--- src/rtl/instr_prefetch_queue.sv ---
// Instruction prefetch FIFO between instruction memory and decode: ready/valid on both
// sides, optional zero-latency bypass when empty, branch flush, and a saturating discard counter.
module instr_prefetch_queue #(
  parameter int DATA_W = 32,
  parameter int ADDR_W = 7,
  parameter int DEPTH  = 4,
  parameter int BYPASS = 1,
  parameter int CNT_W  = 8
) (
  input  logic                     clk,
  input  logic                     rst,
  input  logic                     flush,
  input  logic                     enq_valid,
  output logic                     enq_ready,
  input  logic [DATA_W-1:0]        enq_data,
  input  logic [ADDR_W-1:0]        enq_pc,
  output logic                     deq_valid,
  input  logic                     deq_ready,
  output logic [DATA_W-1:0]        deq_data,
  output logic [ADDR_W-1:0]        deq_pc,
  output logic [$clog2(DEPTH):0]   count,
  output logic                     full,
  output logic                     empty,
  output logic [CNT_W-1:0]         discard_cnt
);

  localparam int PTR_W  = $clog2(DEPTH);
  localparam int CNT_BW = PTR_W + 1;
  localparam int SUM_W  = ((CNT_W > CNT_BW) ? CNT_W : CNT_BW) + 1;
  localparam logic BYP  = (BYPASS != 0);
  localparam logic [CNT_W-1:0] DISC_MAX = '1;

  // Handshake: a transfer happens on a side only in a cycle where its valid and ready
  // are both high; flush forces both readies/valids low so nothing moves that cycle.
  logic [DATA_W-1:0] r_mem_data [DEPTH];
  logic [ADDR_W-1:0] r_mem_pc   [DEPTH];
  logic [PTR_W-1:0]  r_rd_ptr;
  logic [PTR_W-1:0]  r_wr_ptr;
  logic [CNT_BW-1:0] r_count;
  logic [CNT_W-1:0]  r_discard;

  logic              w_full;
  logic              w_empty;
  logic              w_enq_fire;
  logic              w_deq_fire;
  logic              w_byp_fire;
  logic              w_wr_en;
  logic              w_rd_en;
  logic [CNT_BW-1:0] w_count_next;
  logic [SUM_W-1:0]  w_sum;
  logic [CNT_W-1:0]  w_disc_next;

  assign w_full  = (r_count == CNT_BW'(DEPTH));
  assign w_empty = (r_count == '0);

  assign enq_ready = ~flush & (~w_full | deq_ready);
  assign deq_valid = ~flush & (~w_empty | (BYP & enq_valid));
  assign deq_data  = (w_empty & BYP) ? enq_data : r_mem_data[r_rd_ptr];
  assign deq_pc    = (w_empty & BYP) ? enq_pc   : r_mem_pc[r_rd_ptr];

  assign w_enq_fire = enq_valid & enq_ready;
  assign w_deq_fire = deq_valid & deq_ready;
  // A word that passes straight through an empty queue never touches storage.
  assign w_byp_fire = w_empty & BYP & w_enq_fire & w_deq_fire;
  assign w_wr_en    = w_enq_fire & ~w_byp_fire;
  assign w_rd_en    = w_deq_fire & ~w_byp_fire;

  always_comb begin
    w_count_next = r_count;
    if (w_wr_en && !w_rd_en) begin
      w_count_next = r_count + CNT_BW'(1);
    end else if (!w_wr_en && w_rd_en) begin
      w_count_next = r_count - CNT_BW'(1);
    end
  end

  assign w_sum       = SUM_W'(r_discard) + SUM_W'(r_count);
  assign w_disc_next = (w_sum > SUM_W'(DISC_MAX)) ? DISC_MAX : w_sum[CNT_W-1:0];

  always_ff @(posedge clk) begin
    if (rst) begin
      r_rd_ptr  <= '0;
      r_wr_ptr  <= '0;
      r_count   <= '0;
      r_discard <= '0;
    end else if (flush) begin
      r_rd_ptr  <= '0;
      r_wr_ptr  <= '0;
      r_count   <= '0;
      r_discard <= w_disc_next;
    end else begin
      if (w_wr_en) r_wr_ptr <= r_wr_ptr + PTR_W'(1);
      if (w_rd_en) r_rd_ptr <= r_rd_ptr + PTR_W'(1);
      r_count <= w_count_next;
    end
  end

  // Storage needs no reset; entries are only observed once written.
  always_ff @(posedge clk) begin
    if (w_wr_en) begin
      r_mem_data[r_wr_ptr] <= enq_data;
      r_mem_pc[r_wr_ptr]   <= enq_pc;
    end
  end

  assign count       = r_count;
  assign full        = w_full;
  assign empty       = w_empty;
  assign discard_cnt = r_discard;

endmodule

--- config.mk ---
export PLATFORM = sky130hd
export DESIGN_NAME = instr_prefetch_queue
export DESIGN_NICKNAME = d
export VERILOG_FILES = /design/src/rtl/instr_prefetch_queue.sv
export SDC_FILE = /design/constraint.sdc
export NUM_CORES = 1
export LEC_CHECK = 0
export BUFFER_PORTS_ARGS = -buffer_cell sky130_fd_sc_hd__buf_2
export CORE_MARGIN = 2
export CORE_UTILIZATION = 35
export DETAILED_ROUTE_END_ITERATION = 8
export GPL_ROUTABILITY_DRIVEN = 1
export GPL_TIMING_DRIVEN = 0
export SLEW_MARGIN = 20
export SYNTH_ARGS = -nofsm -noshare
export SYNTH_HDL_FRONTEND = slang
export SYNTH_SLANG_ARGS = --single-unit
--- constraint.sdc ---
create_clock -name clk -period 6.47 [get_ports clk]
set_clock_uncertainty 0.15 [all_clocks]
set_input_delay 0.647 -clock clk [delete_from_list [all_inputs] [get_ports clk]]
set_output_delay 0.647 -clock clk [all_outputs]
set_load 0.01 [all_outputs]
==> parameters.txt <==
Parameter                              Value

STA
  Final Critical Period    2.90 ns
  Post-route fraction of the period consumed by the critical path    44.8%
  Min Hold Slack    0.298 ns
  Unrepaired setup endpoints after global routing    no
  Fin. Hold Viols    0
  Transition at the pin with the smallest max-transition slack    0.713 ns
  Final setup viols    0
  Relative slew margins    about 52%
  Maximum achievable frequency    between 0.3 and 0.4 GHz
  Final TNS setup    0 ns
  Min setup slack post-route    3.57 ns
  Max Transition Viols Final    0

Die
  Number of cell rows    51
  Floorplan die area    ~21000 um^2
  Placeable core region    19600 um^2
  I/O pin cnt    98
  Die Height    146 um
  Initial standard-cell utilization of the core    36.0%
  Width of the die    146 um

Synthesis
  Leading post-synthesis cells by instance count    156 x edfxtp_1, 119 x nand2_1, 39 x mux4_2
  Post-synthesis share of cell area spent on and, or, nand and nor gates    just under 9%
  Dominant register cell in the synthesized netlist    edfxtp_1
  Portion of netlist area occupied by mux cells    between 10% and 20%
  Netlist cell types    35
  Net count of the mapped netlist    ~490
  Leading cell type by number of instances after synthesis    edfxtp_1
  Area contributors post-synth    edfxtp_1 66%, mux4_2 12%, nand2_1 6.3%
  Area share of the largest cell type after synthesis    between 60% and 70%
  Adder-cell area share of the yosys netlist    under 10%
  Synthesized flop and latch total    between 150 and 200
  Number of synthesized flops with an enable pin    ~160
  Syn Std Cell Area    7050 um^2
  Combinational family with the most area after synthesis    multiplexers
  Register area share after synthesis    71.2%
  Synthesis warning total    0
  Share of async-settable or async-resettable flops after synthesis    0%
  Average size of a mapped cell    16.3 um^2
  Count of mapped cells out of synthesis    ~430
  Area share of xor/xnor cells in the synthesized design    1.12%
  Cell type with the highest aggregate area in the netlist    edfxtp_1
  Share of the synthesized area in compound gates (AO/OA/AOI/OAI)    1.81%

Cells and area
  Multi-input logic area    1880 um^2
  Post-layout nets    about 600
  Fill cells    1748
  Sequential Area    5020 um^2
  Final core utilization    43.7%
  Design Area, Final    8560 um^2
  Post-synthesis to final-layout area growth    21.4%
  Filler-free cell count of the finished design    about 830
  Share of layout cells above drive strength 1    between 30% and 40%

Clock tree
  CTS sink cnt    between 150 and 200
  # hold bufs at CTS    0
  CTS H-tree depth    4
  Post-CTS Resized    0
  TritonCTS clock tree    built
  Maximum count of clock buffers along a single path    2
  Library cell used as clock root buffer    clkbuf_16
  Count of buffers added by post-CTS timing repair for setup    0
  Insertion delay to the later sink of the worst-skew pair    roughly 0.43 ns
  Clock transition time at the flip-flop clock pins of the worst setup and hold paths    ~0.07 ns
  Number of buffers created by CTS    17

Worst setup path
  Capture instance of the worst register-to-register path    count[2]
  Endpoint type of the worst setup path    primary output
  Cell depth of the worst flop-to-flop path    10
  Capture point of the worst path    deq_data[20]
  Crit path launch    count[1]
  Data required time at the worst endpoint    5.67 ns
  Crit Path Category    flop to primary output
  Library cell contributing the largest single delay on the critical path    dfxtp_1
  Largest stage delay, worst path    0.51 ns
  Data arrival time of the critical path    2.10 ns
  CP Cell Sequence    or3_1 > buf_2 > clkbuf_1 > nand2_1 > nand2_1 > buf_2
  Maximum fanout along the worst path    10
  Reg2reg start    count[2]
  Worst reg-to-reg setup slack    3.82 ns
  Startpoint class of the critical path    flop

Global routing
  Largest net degree at the start of global routing    40
  Global-route wire length before repair    22500 um
  Number of global-route vias before repair    about 4.3k
  Initial antenna violation count    3
  Combined global-route utilization of all metal layers    13.8%
  Congestion Overflow GR    0

Drt
  Final WL    about 14000 um
  Final routed wire length divided by cell count    approximately 17 um
  Avg Vias per Cell    approximately 4.8
  DR DRC count    0
  Count of routing violations after the opening detailed-route iteration    273
  Post-detailed-route count of antenna-violating nets    0
  Detailed-router iteration count before antenna repair    5
  Vias    3977

Power and ir drop
  PD cells    305 nW/um^2
  Leak Pwr    roughly 3.1 nW
  Overall power after layout    2.61 mW
  Peak supply drop    approximately 0.19 mV

Placed design
  Final HPWL DP    8840 um
  Number of cells in the design after placement    793
  Routability cong.    0.741
  Setup WS pre-CTS    ~3.6 ns
  Total cell area at the placement stage    7880 um^2
  Number of buffers added on ports    96

Flow run
  Max Cap Viol    0

Min path
  Path class of the lowest-slack min-delay path    primary input to flop

Run status
  Status    complete, no violations
[cell families (layout without fill, tap and decap cells)]
logic type,after synthesis,after routing
DFF,173,173
and+or+nand+nor,154,154
muxes,41,41
buffers and inverters,27,155
AOI/OAI and AO/OA,18,18
adders and majority gates,10,10
xor gates and xnor gates,9,9
other,0,2
[flip-flops by register name, indices dropped and copies added (netlist names), named ones only]
| name | flops |
|---|---|
| r_wr_ptr | 2 |
| r_mem_data | 128 |
| discard_cnt | 8 |
| r_rd_ptr | 2 |
| r_mem_pc | 28 |
| count | 3 |
[worst max-delay path, delay by kind of cell, from the launching register on]
family / cells / cell delay (ns)
simple gates: 3 / 0.41
buf+inv: 3 / 0.75
flops: 1 / 0.51
[how the worst min path moves through the flow]
stage,startpoint,end,slack (ns),depth (start not counted)
after global routing,enq_data[11],r_mem_data[3][11],0.28,1
final,enq_data[10],r_mem_data[3][10],0.30,1
after floorplan,r_rd_ptr[1],flop,0.33,2
after global placement,discard_cnt[2],discard_cnt[2],0.34,2
after detailed placement,discard_cnt[2],discard_cnt[2],0.36,2
after CTS,enq_data[10],r_mem_data[2][10],0.28,1
[where the power goes]
| group | internal (mW) | switching (mW) |
|---|---|---|
| clock network | 0.732 | 0.434 |
| registers | 1.23 | 0.00636 |
| logic | 0.0818 | 0.124 |
[layout make-up]
cell class / count / share of cell area, %
inverter: 7 / 0.307
clock buffer: 17 / 4.97
multi-input combinational: 232 / 22.0
timing repair buffer: 96 / 5.61
clock inverter: 15 / 3.00
buffer: 20 / 1.50
sequential: 173 / 58.7
tap: 265 / 3.87
antenna: 2 / 0.0584
[cell usage in the layout (no fill, tap or decap), types with 3 or more instances in the layout]
| cell type | count |
|---|---|
| dfxtp_1 | 17 |
| buf_2 | 100 |
| xor2_1 | 4 |
| clkbuf_16 | 17 |
| buf_4 | 7 |
| or3_1 | 3 |
| buf_6 | 3 |
| nor2_1 | 16 |
| bufinv_16 | 6 |
| inv_1 | 6 |
| a21oi_1 | 4 |
| ha_1 | 8 |
| nand2_1 | 119 |
| xnor2_1 | 5 |
| inv_6 | 4 |
| edfxtp_1 | 156 |
| mux4_2 | 39 |
| and2_4 | 4 |
| clkbuf_1 | 6 |
| o21ai_0 | 3 |
[metal layers]
| metal | track usage (%) | up-vias | share of wire (%) |
|---|---|---|---|
| met1 | 16.4 | 2010 | 42 |
| met3 | 5.02 | 14 | 6.1 |
| met4 | 3.79 | 2 | 0.77 |
| met2 | 23.9 | 101 | 51 |
| met5 | 0 | - | 0.090 |
| li1 | - | 1850 | - |
No activity file was read; power rests on OpenSTA's default activity.
